===== config.mk =====
export PLATFORM = sky130hd
export DESIGN_NAME = fft_bin_serializer_flat
export DESIGN_NICKNAME = d
export VERILOG_FILES = /design/src/rtl/fft_bin_serializer_if.sv /design/src/rtl/fft_bin_serializer.sv /design/src/flat_wrapper.sv
export SDC_FILE = /design/constraint.sdc
export NUM_CORES = 1
export LEC_CHECK = 0
export ABC_AREA = 1
export BUFFER_PORTS_ARGS = -buffer_cell sky130_fd_sc_hd__buf_2
export CORE_ASPECT_RATIO = 1.4
export CORE_MARGIN = 5
export CORE_UTILIZATION = 45
export CTS_CLUSTER_DIAMETER = 100
export DETAILED_ROUTE_END_ITERATION = 7
export PLACE_DENSITY_LB_ADDON = 0.05
export SLEW_MARGIN = 0
export SYNTH_ARGS = -nofsm -noshare
export SYNTH_HDL_FRONTEND = slang
export SYNTH_SLANG_ARGS = --single-unit

===== constraint.sdc =====
create_clock -name clk -period 4.1 [get_ports clk]
set_clock_uncertainty 0.1 [all_clocks]
set_input_delay 0 -clock clk [delete_from_list [all_inputs] [get_ports clk]]
set_output_delay 0 -clock clk [all_outputs]
set_load 0.03 [all_outputs]

===== src/rtl/fft_bin_serializer_if.sv =====
// Bus bundle for fft_bin_serializer: wide FFT frame in, one complex bin per valid/ready handshake out.
// bin_mag is present only when FFT_SER_MAG_EN is defined.
interface fft_bin_serializer_if #(
  parameter int unsigned N          = 16,
  parameter int unsigned DATA_WIDTH = 4
);
  localparam int unsigned IDX_W   = $clog2(N);
  localparam int unsigned FRAME_W = N * 2 * DATA_WIDTH;

  logic [FRAME_W-1:0]    frame_in;
  logic                  en_in;
  logic                  bin_ready;
  logic                  ovf_clr;
  logic [DATA_WIDTH-1:0] bin_re;
  logic [DATA_WIDTH-1:0] bin_im;
  logic [IDX_W-1:0]      bin_idx;
  logic                  bin_valid;
  logic                  bin_last;
  logic                  ovf;

`ifdef FFT_SER_MAG_EN
  logic [DATA_WIDTH:0]   bin_mag;

  modport master (
    output frame_in, en_in, bin_ready, ovf_clr,
    input  bin_re, bin_im, bin_idx, bin_valid, bin_last, ovf, bin_mag
  );

  modport slave (
    input  frame_in, en_in, bin_ready, ovf_clr,
    output bin_re, bin_im, bin_idx, bin_valid, bin_last, ovf, bin_mag
  );
`else
  modport master (
    output frame_in, en_in, bin_ready, ovf_clr,
    input  bin_re, bin_im, bin_idx, bin_valid, bin_last, ovf
  );

  modport slave (
    input  frame_in, en_in, bin_ready, ovf_clr,
    output bin_re, bin_im, bin_idx, bin_valid, bin_last, ovf
  );
`endif

endinterface


===== src/rtl/fft_bin_serializer.sv =====
// Captures full FFT frames and streams them one complex bin per handshake, bin 0 first,
// with one frame of skid buffering. Optional |re|+|im| output enabled by FFT_SER_MAG_EN.
module fft_bin_serializer #(
  parameter int unsigned N          = 16,
  parameter int unsigned DATA_WIDTH = 4
) (
  input  logic                clk,
  input  logic                n_rst,
  fft_bin_serializer_if.slave bus
);

  localparam int unsigned IDX_W   = $clog2(N);
  localparam int unsigned BIN_W   = 2 * DATA_WIDTH;
  localparam int unsigned FRAME_W = N * BIN_W;
  localparam logic [IDX_W-1:0] LAST_IDX = IDX_W'(N - 1);

  typedef enum logic [1:0] {
    EMPTY       = 2'd0,
    STREAM      = 2'd1,
    STREAM_HELD = 2'd2
  } state_e;

  state_e             state_q, state_d;
  logic [FRAME_W-1:0] out_q, out_d;
  logic [FRAME_W-1:0] hold_q, hold_d;
  logic [IDX_W-1:0]   idx_q, idx_d;
  logic               valid_q, valid_d;
  logic               ovf_q, ovf_d;

  logic               xfer;
  logic               drain;
  logic               drop;

  // OUT is a shift register: the presented bin always sits in the top BIN_W bits.
  always_comb begin
    state_d = state_q;
    out_d   = out_q;
    hold_d  = hold_q;
    idx_d   = idx_q;
    drop    = 1'b0;
    xfer    = valid_q && bus.bin_ready;
    drain   = xfer && (idx_q == LAST_IDX);

    if (xfer && !drain) begin
      out_d = out_q << BIN_W;
      idx_d = idx_q + IDX_W'(1);
    end

    unique case (state_q)
      EMPTY: begin
        if (bus.en_in) begin
          out_d   = bus.frame_in;
          idx_d   = '0;
          state_d = STREAM;
        end
      end
      STREAM: begin
        if (drain) begin
          idx_d = '0;
          if (bus.en_in) begin
            out_d = bus.frame_in;
          end else begin
            state_d = EMPTY;
          end
        end else if (bus.en_in) begin
          hold_d  = bus.frame_in;
          state_d = STREAM_HELD;
        end
      end
      STREAM_HELD: begin
        if (drain) begin
          out_d = hold_q;
          idx_d = '0;
          if (bus.en_in) begin
            hold_d = bus.frame_in;
          end else begin
            state_d = STREAM;
          end
        end else if (bus.en_in) begin
          drop = 1'b1;
        end
      end
      default: begin
        state_d = EMPTY;
        idx_d   = '0;
      end
    endcase

    valid_d = (state_d != EMPTY);

    // A drop in the same cycle as a clear leaves the flag set.
    ovf_d = ovf_q;
    if (bus.ovf_clr) begin
      ovf_d = 1'b0;
    end
    if (drop) begin
      ovf_d = 1'b1;
    end
  end

  always_ff @(posedge clk or negedge n_rst) begin
    if (!n_rst) begin
      state_q <= EMPTY;
      out_q   <= '0;
      hold_q  <= '0;
      idx_q   <= '0;
      valid_q <= 1'b0;
      ovf_q   <= 1'b0;
    end else begin
      state_q <= state_d;
      out_q   <= out_d;
      hold_q  <= hold_d;
      idx_q   <= idx_d;
      valid_q <= valid_d;
      ovf_q   <= ovf_d;
    end
  end

  assign bus.bin_re    = out_q[FRAME_W-1 -: DATA_WIDTH];
  assign bus.bin_im    = out_q[FRAME_W-DATA_WIDTH-1 -: DATA_WIDTH];
  assign bus.bin_idx   = idx_q;
  assign bus.bin_valid = valid_q;
  assign bus.bin_last  = valid_q && (idx_q == LAST_IDX);
  assign bus.ovf       = ovf_q;

`ifdef FFT_SER_MAG_EN
  localparam int unsigned MAG_W = DATA_WIDTH + 1;

  logic signed [MAG_W-1:0] re_s, im_s;
  logic        [MAG_W-1:0] re_abs, im_abs;

  // One extra bit makes the most-negative component's magnitude representable.
  always_comb begin
    re_s   = MAG_W'($signed(bus.bin_re));
    im_s   = MAG_W'($signed(bus.bin_im));
    re_abs = re_s[MAG_W-1] ? $unsigned(-re_s) : $unsigned(re_s);
    im_abs = im_s[MAG_W-1] ? $unsigned(-im_s) : $unsigned(im_s);
  end

  assign bus.bin_mag = re_abs + im_abs;
`endif

endmodule


===== src/flat_wrapper.sv =====
// flat-port wrapper written by rule: the top's interface ports become plain ports
module fft_bin_serializer_flat 
#(
  parameter int unsigned N          = 16,
  parameter int unsigned DATA_WIDTH = 4
)
  (clk, n_rst, bus_frame_in, bus_en_in, bus_bin_ready, bus_ovf_clr, bus_bin_re, bus_bin_im, bus_bin_idx, bus_bin_valid, bus_bin_last, bus_ovf);
  fft_bin_serializer_if #(.N(N), .DATA_WIDTH(DATA_WIDTH)) bus_i ();
  input  logic clk;
  input  logic n_rst;
  input wire logic [$bits(bus_i.frame_in)-1:0] bus_frame_in;
  input wire logic [$bits(bus_i.en_in)-1:0] bus_en_in;
  input wire logic [$bits(bus_i.bin_ready)-1:0] bus_bin_ready;
  input wire logic [$bits(bus_i.ovf_clr)-1:0] bus_ovf_clr;
  output wire logic [$bits(bus_i.bin_re)-1:0] bus_bin_re;
  output wire logic [$bits(bus_i.bin_im)-1:0] bus_bin_im;
  output wire logic [$bits(bus_i.bin_idx)-1:0] bus_bin_idx;
  output wire logic [$bits(bus_i.bin_valid)-1:0] bus_bin_valid;
  output wire logic [$bits(bus_i.bin_last)-1:0] bus_bin_last;
  output wire logic [$bits(bus_i.ovf)-1:0] bus_ovf;
  assign bus_i.frame_in = bus_frame_in;
  assign bus_i.en_in = bus_en_in;
  assign bus_i.bin_ready = bus_bin_ready;
  assign bus_i.ovf_clr = bus_ovf_clr;
  assign bus_bin_re = bus_i.bin_re;
  assign bus_bin_im = bus_i.bin_im;
  assign bus_bin_idx = bus_i.bin_idx;
  assign bus_bin_valid = bus_i.bin_valid;
  assign bus_bin_last = bus_i.bin_last;
  assign bus_ovf = bus_i.ovf;
  fft_bin_serializer #(.N(N), .DATA_WIDTH(DATA_WIDTH)) u_core (.clk(clk), .n_rst(n_rst), .bus(bus_i));
endmodule

==> metrics.md, run 1 <==
| Metric | Value |
|---|---|
| FF+latch count, synth | 264 |
| Layout cell share with drive strength beyond 1 | 0.1196 |
| Pins Over Slew Limit | 0 |
| Top sig layer | met4 |
| M1 WL | 16.91 mm |
| Max Root-Sink Buffers | 3 |
| Die width | ~160 um |
| Ports | 148 |
| RSZ-0062 raised after global routing | no |
| Reg2reg path depth | 10 |
| First-pass GRT wire length | 64.90 mm |
| Setup tns final | 0 ns |
| Critical Path Start Type | register |
| Synthesized area | ~14,000 um^2 |
| Synth-to-layout area growth | 20.57% |
| Hold Path Class | in -> async |
| Final #Nets | 2,349 |
| Setup violators final | 0 |
| Crit path kind | reg -> reg |
| Met2 WL post-DR | just under 20 mm |
| Reg clk slew, reported paths | 0.06 ns |
| Synth Warn # | 0 |
| Max VDD drop | 369.2 uV |
| Final WL | 38.66 mm |
| Number of gates resized after cts | 0 |
| Antenna Nets Post-Route | 0 |
| Pin count of the biggest net entering global routing | about 120 |
| Cts hold-fix bufs | 133 |
| Synthesized instance count | between 2,000 and 2,500 |
| Commonest non-fill, non-tap cell in the layout | nand2_1 |
| Max capacitance violation total | 0 |
| Routability-driven placement congestion ratio | between 0.7 and 0.8 |
| HPWL after detailed placement | approximately 24 mm |
| Worst Setup End Kind | register |
| Vias | 12,650 |
| Worst Path Max Fanout | 56 |
| Post-DR vias/cell | 4.817 |
| Final Hold Fails | 0 |
| # DRC | 0 |
| Most used cell, CP | nand2_1 |
| Die footprint | ~35,000 um^2 |
| Root Buffer | clkbuf_16 |
| Chip height | around 220 um |
| Worst endpoint required time | 4.48 ns |
| FP Rows | 77 |
| Routed WL per cell | ~15 um |
| Synth Net Count | 2,151 |
| Critical-path top delay cell | nand2_4 |
| Synth unique cells | 30 |
| Max-slew headroom | 0.3642 |
| TritonCTS Buffers | 28 |
| TritonRoute pass-1 iters | 5 |
| Worst slew pin tran | 0.9537 ns |
| Post-CTS Repair Setup Buffers | 0 |
| Skew-Pair Late Insertion Delay | 0.55 ns |
| Metal3 WL | roughly 1.4 mm |
| Number of global-route vias before repair | 12,680 |
| CP max stage delay | 0.54 ns |
| Cell Count, Final, Fillers Out | 2,627 |
| Initial antenna violation count | 0 |
| # H-tree levels | 1 |
| Worst-path cell chain | ha_1, nand3_1, nor2_2, nand2_2, nand2_4, buf_4, nand3_1, nand2_1, nand2_1, nand2_1 |
| Status | complete, no violations |
| Placed cell count | 2,443 |
| CTS sink cnt | around 260 |
| Gr usage total | 0.2223 |
| Final Cycle Share | 0.6532 |
| Minimum clock period | 2.678 ns |
| Highest clock rate | 0.3734 GHz |
| Total gr overflow | 0 |
| Arr. time, crit path | ~3.1 ns |
| Seq/Total Area, Yosys | 0.4644 |
| CTS tree | done |
| P per Cell Area | 648.0 nW/um^2 |
| Core box area | 31,410 um^2 |
| Inserted Diodes | 0 |
| Leakage | around 9.7 nW |
| Commonest cells after routing, fill and taps aside | nand2_1, dfrtp_1, inv_1 |
| Drt initial violations | 811 |
| Starting Density | 0.4529 |
| Mean Syn Cell Area | 7.067 um^2 |
| IO Port Bufs | 147 |
per-stage QoR:
stage	total power [W]	setup WS [ns]	hold WS (ns)	util	cell area, um^2
after floorplan	0.007618	2.122	-0.3956	-	14220
after global placement	0.008388	1.479	0.07703	0.4733	14870
after detailed placement	0.008491	1.411	0.06061	0.4733	14870
after CTS	0.01126	1.398	0.06516	0.5461	17150
after global routing	0.01208	1.159	0.1015	0.5461	17150
final	0.01111	1.422	0.01293	0.5461	17150
synthesized netlist by cell type:
master / instances / share of area
nand4_1: 8 / 0.0035
buf_12: 4 / 0.0056
buf_8: 7 / 0.0074
o32ai_1: 1 / 0.00062
clkbuf_2: 6 / 0.0021
nand2_1: 1116 / 0.29
o21ai_1: 93 / 0.033
nand4_4: 1 / 0.0015
nor2_2: 2 / 0.00088
xor2_1: 2 / 0.0012
o21ai_0: 61 / 0.021
o22ai_2: 1 / 0.00088
nand2_2: 6 / 0.0026
clkinv_1: 1 / 0.00026
buf_6: 2 / 0.0016
dfrtp_1: 264 / 0.46
buf_4: 29 / 0.015
clkbuf_1: 16 / 0.0042
inv_2: 2 / 0.00053
nand3_1: 107 / 0.038
or2_2: 1 / 0.00044
inv_1: 160 / 0.042
buf_2: 72 / 0.025
nand3_2: 33 / 0.023
o22ai_1: 1 / 0.00044
nor2_1: 9 / 0.0024
nand2_4: 1 / 0.00079
nor2_8: 1 / 0.0014
nor3_1: 1 / 0.00035
ha_1: 5 / 0.0044
cell families after synthesis:
logic type,after synthesis,share of synthesized area
flip-flops,264,0.4644
adder cells (fa/ha/maj),5,0.004398
AND/OR/NAND/NOR,1286,0.3692
XOR/XNOR,2,0.001232
AO/OA/AOI/OAI,157,0.05612
buffers and inverters,299,0.1046
critical path: cells and delay by family (launching register included):
family                     cells  cell delay [ns]
buffers and inverters          1             0.43
and+or+nand+nor                8             1.43
DFF                            1             0.41
adders and majority gates      1             0.23
final timing paths:
| check | from | endpoint | slack [ns] |
|---|---|---|---|
| max | u_core.bus.bin_idx[0] | u_core.out_q[55] | 1.42 |
| max reg2reg | u_core.bus.bin_idx[0] | u_core.out_q[55] | 1.42 |
| min reg2reg | u_core.hold_q[60] | u_core.hold_q[60] | 0.38 |
| min | n_rst | u_core.hold_q[120] | 0.01 |
| max in group asynchronous | n_rst | u_core.out_q[11] | 2.86 |
| min in group clk | bus_frame_in[70] | u_core.hold_q[70] | 0.14 |
per-layer routing:
layer	track usage	vias up
met5	0	-
met4	0.07489	0
met3	0.02348	64
met2	0.3966	249
met1	0.2838	5828
li1	-	6512
flip-flops by register name, summed over array words and instances, names as in the netlist:
signal and count:
u_core.out_q 128, u_core.bus.bin_valid 1, u_core.bus.ovf 1, u_core.bus.bin_idx 4, u_core.hold_q 128, u_core.state_q 2
power by group:
group          leakage, nW  total (W)  switching (W)  internal, W
Combinational         5.90    0.00417        0.00281      0.00137
Sequential            3.36    0.00433       0.000608      0.00372
Clock                0.472    0.00261        0.00106      0.00155
final cells by class:
cell class / instances / area, um^2
repair buffers: 304 / 2322
clock buffers: 45 / 895.9
multi-input cells: 1450 / 6158
fillers: 3093 / 14260
inverters: 163 / 616.8
well taps: 395 / 494.2
clock inverters: 6 / 57.56
flip-flops and latches: 264 / 6606
No activity file was read; power rests on OpenSTA's default activity.
==> inputs of run 2 (changes only) <==
==> constraint.sdc (replaced) <==
create_clock -name clk -period 2.4 [get_ports clk]
set_clock_uncertainty 0.1 [all_clocks]
set_input_delay 0 -clock clk [delete_from_list [all_inputs] [get_ports clk]]
set_output_delay 0 -clock clk [all_outputs]
set_load 0.03 [all_outputs]
==> run 2 against run 1 <==
  * Combinational power up 79%
  * Utilization is 0.44 points higher
  * Sequential share of layout area fell by 0.31 points
  * Cell count is the same
  * Fmax up 27%
  * Non-clock buffer count grew 4
  * Power grew 72%
  * Critical endpoint is now u_core.out_q[27]
  * Die area unchanged
==> metrics.md, run 2 (synthesis gave the netlist of run 1 again) <==
| Metric | Value |
|---|---|
| Status | complete, no violations (unchanged) |
| Commonest non-fill, non-tap cell in the layout | nand2_1 (unchanged) |
| Clock power frac | 0.220 (was 0.235) |
| Internal power | 0.01139 W (was 0.006637 W) |
| Cell Count, Final, Fillers Out | 2,627 (unchanged) |
| # DRC | 0 (unchanged) |
| Most used cell, CP | nand2_1 (unchanged) |
| Layout cell share with drive strength beyond 1 | 0.1174 (was 0.1196) |
| P per Cell Area | 1103 nW/um^2 (was 648.0 nW/um^2) |
| CP max stage delay | 0.40 ns (was 0.54 ns) |
| Antenna Nets Post-Route | 0 (unchanged) |
| Vias | 12,740 (was 12,650) |
| Worst endpoint required time | 2.79 ns (was 4.48 ns) |
| Number of global-route vias before repair | 12,690 (was 12,680) |
| Placed cell count | 2,446 (was 2,443) |
| Final Cycle Share | 0.8788 (was 0.6532) |
| Gate power share | 0.392 (was 0.375) |
| Commonest cells after routing, fill and taps aside | nand2_1, dfrtp_1, inv_1 (unchanged) |
| Number of gates resized after cts | 0 (unchanged) |
| Minimum clock period | 2.109 ns (was 2.678 ns) |
| Drt initial violations | 771 (was 811) |
| Die footprint | 35,320 um^2 (unchanged) |
| CTS tree | done (unchanged) |
| First-pass GRT wire length | 65.44 mm (was 64.90 mm) |
| Highest clock rate | 0.4741 GHz (was 0.3734 GHz) |
| Initial antenna violation count | 0 (unchanged) |
| Reg clk slew, reported paths | 0.07 ns (was 0.06 ns) |
| Worst Path Max Fanout | 74 (was 56) |
| Final Hold Fails | 0 (unchanged) |
| Gr usage total | 0.2234 (was 0.2223) |
| Setup tns final | 0 ns (unchanged) |
| Worst Setup End Kind | register (unchanged) |
| IO Port Bufs | 147 (unchanged) |
| RSZ-0062 raised after global routing | no (unchanged) |
| TritonRoute pass-1 iters | 5 (unchanged) |
| Synth-to-layout area growth | 21.55% (was 20.57%) |
| Critical Path Start Type | register (unchanged) |
| Pin count of the biggest net entering global routing | 97 (was 118) |
| Final #Nets | 2,354 (was 2,349) |
| Arr. time, crit path | 2.50 ns (was 3.06 ns) |
| Fillers | 3,075 (was 3,093) |
| CP Buf/Inv Count | 1 (unchanged) |
| Total gr overflow | 0 (unchanged) |
| Routed WL per cell | 14.96 um (was 14.72 um) |
| Register share of total power | 0.388 (was 0.390) |
| Skew-Pair Late Insertion Delay | 0.55 ns (about the same) |
| Cts hold-fix bufs | 134 (was 133) |
| Setup violators final | 0 (unchanged) |
| Worst slew pin tran | 0.6939 ns (was 0.9537 ns) |
| # H-tree levels | 1 (unchanged) |
| Ports | 148 (unchanged) |
| Root Buffer | clkbuf_16 (unchanged) |
| Inserted Diodes | 0 (unchanged) |
| Leakage | 9.774 nW (was 9.729 nW) |
| FP Rows | 77 (unchanged) |
| Max-slew headroom | 0.5374 (was 0.3642) |
| Multi-input gate area | 6158 um^2 (unchanged) |
| Crit path kind | reg -> reg (unchanged) |
| Crit path max-delay family | simple AND/OR/NAND/NOR gates (unchanged) |
| Pins Over Slew Limit | 0 (unchanged) |
| HPWL after detailed placement | 23.50 mm (was 23.70 mm) |
| Hold Path Class | in -> reg (was in -> async) |
| Starting Density | 0.4529 (unchanged) |
| Critical-path top delay cell | dfrtp_1 (was nand2_4) |
| Max capacitance violation total | 0 (unchanged) |
| TritonCTS Buffers | 29 (was 28) |
| FF/Latch Area | 6606 um^2 (unchanged) |
| Net Sw Frac | 0.4029 (was 0.4028) |
| NetSw | 0.007687 W (was 0.004477 W) |
| Post-DR vias/cell | 4.849 (was 4.817) |
| Max VDD drop | 577.8 uV (was 369.2 uV) |
| CTS sink cnt | 264 (unchanged) |
| Routability-driven placement congestion ratio | 0.8046 (was 0.7952) |
| Die width | 160.3 um (unchanged) |
| Worst-path cell chain | ha_1, nand2_2, nor2_8, nand2_4, nor2_4, buf_12, nand2_1, nand2_1, nand2_1, nand2_1 (was ha_1, nand3_1, nor2_2, nand2_2, nand2_4, buf_4, nand3_1, nand2_1, nand2_1, nand2_1) |
| Chip height | 220.4 um (unchanged) |
| Final WL | 39.31 mm (was 38.66 mm) |
| Core box area | 31,410 um^2 (unchanged) |
| Max Root-Sink Buffers | 3 (unchanged) |
| Post-CTS Repair Setup Buffers | 0 (unchanged) |
==> run 2: final cells by class <==
type,instances,area share
clock buffer,45,0.04950
clock inverter,2,0.0009407
inverter,163,0.03568
multi-input combinational,1450,0.3562
sequential,264,0.3821
tap,395,0.02858
timing repair buffer,308,0.1470
==> run 2: worst register-to-register path: cells and delay by family, from the launching register on <==
family | cells | cell delay (ns)
fa+ha+maj | 1 | 0.23
simple gates | 8 | 1.01
flops | 1 | 0.40
buf+inv | 1 | 0.33
==> run 2: power by group through the flow <==
stage	Clock (W)	Sequential [W]	Combinational, W
detailed placement	0	0.00745	0.00742
CTS	0.00435	0.00739	0.00762
floorplan	0	0.00719	0.00582
finish	0.00420	0.00740	0.00748
global route	0.00450	0.00761	0.00866
global placement	0	0.00741	0.00727
==> run 2: layer usage <==
layer / vias to the layer above / wire, um / track usage
met5: - / 0 / 0
met3: 51 / 1509 / 0.02478
met1: 5915 / 17350 / 0.2875
met4: 0 / 851 / 0.05940
met2: 242 / 19610 / 0.4028
li1: 6530 / - / -
==> run 2: final timing paths <==
check / slack, ns / from / to / depth (start not counted)
hold reg to reg: 0.38 / u_core.hold_q[33] / u_core.hold_q[33] / 2
hold / removal: 0.15 / bus_frame_in[39] / u_core.hold_q[39] / 4
setup / recovery: 0.29 / u_core.bus.bin_idx[1] / u_core.out_q[27] / 10
min in group asynchronous: 0.47 / n_rst / u_core.hold_q[120] / 3
max in group asynchronous: 0.90 / n_rst / u_core.hold_q[56] / 4
setup reg to reg: 0.29 / u_core.bus.bin_idx[1] / u_core.out_q[27] / 10
==> run 2: stage by stage <==
step                      power [W]  hold WS (ns)  setup WS [ns]    util  cell area, um^2
final                       0.01908        0.1481         0.2908  0.5505            17290
after global routing        0.02077        0.1408        0.05012  0.5505            17290
after CTS                   0.01936        0.1122         0.2756  0.5505            17290
after detailed placement    0.01486      -0.04518         0.2820  0.4800            15080
after global placement      0.01468      -0.04262         0.2572  0.4800            15080
after floorplan             0.01301       -0.3956         0.4219       -            14220
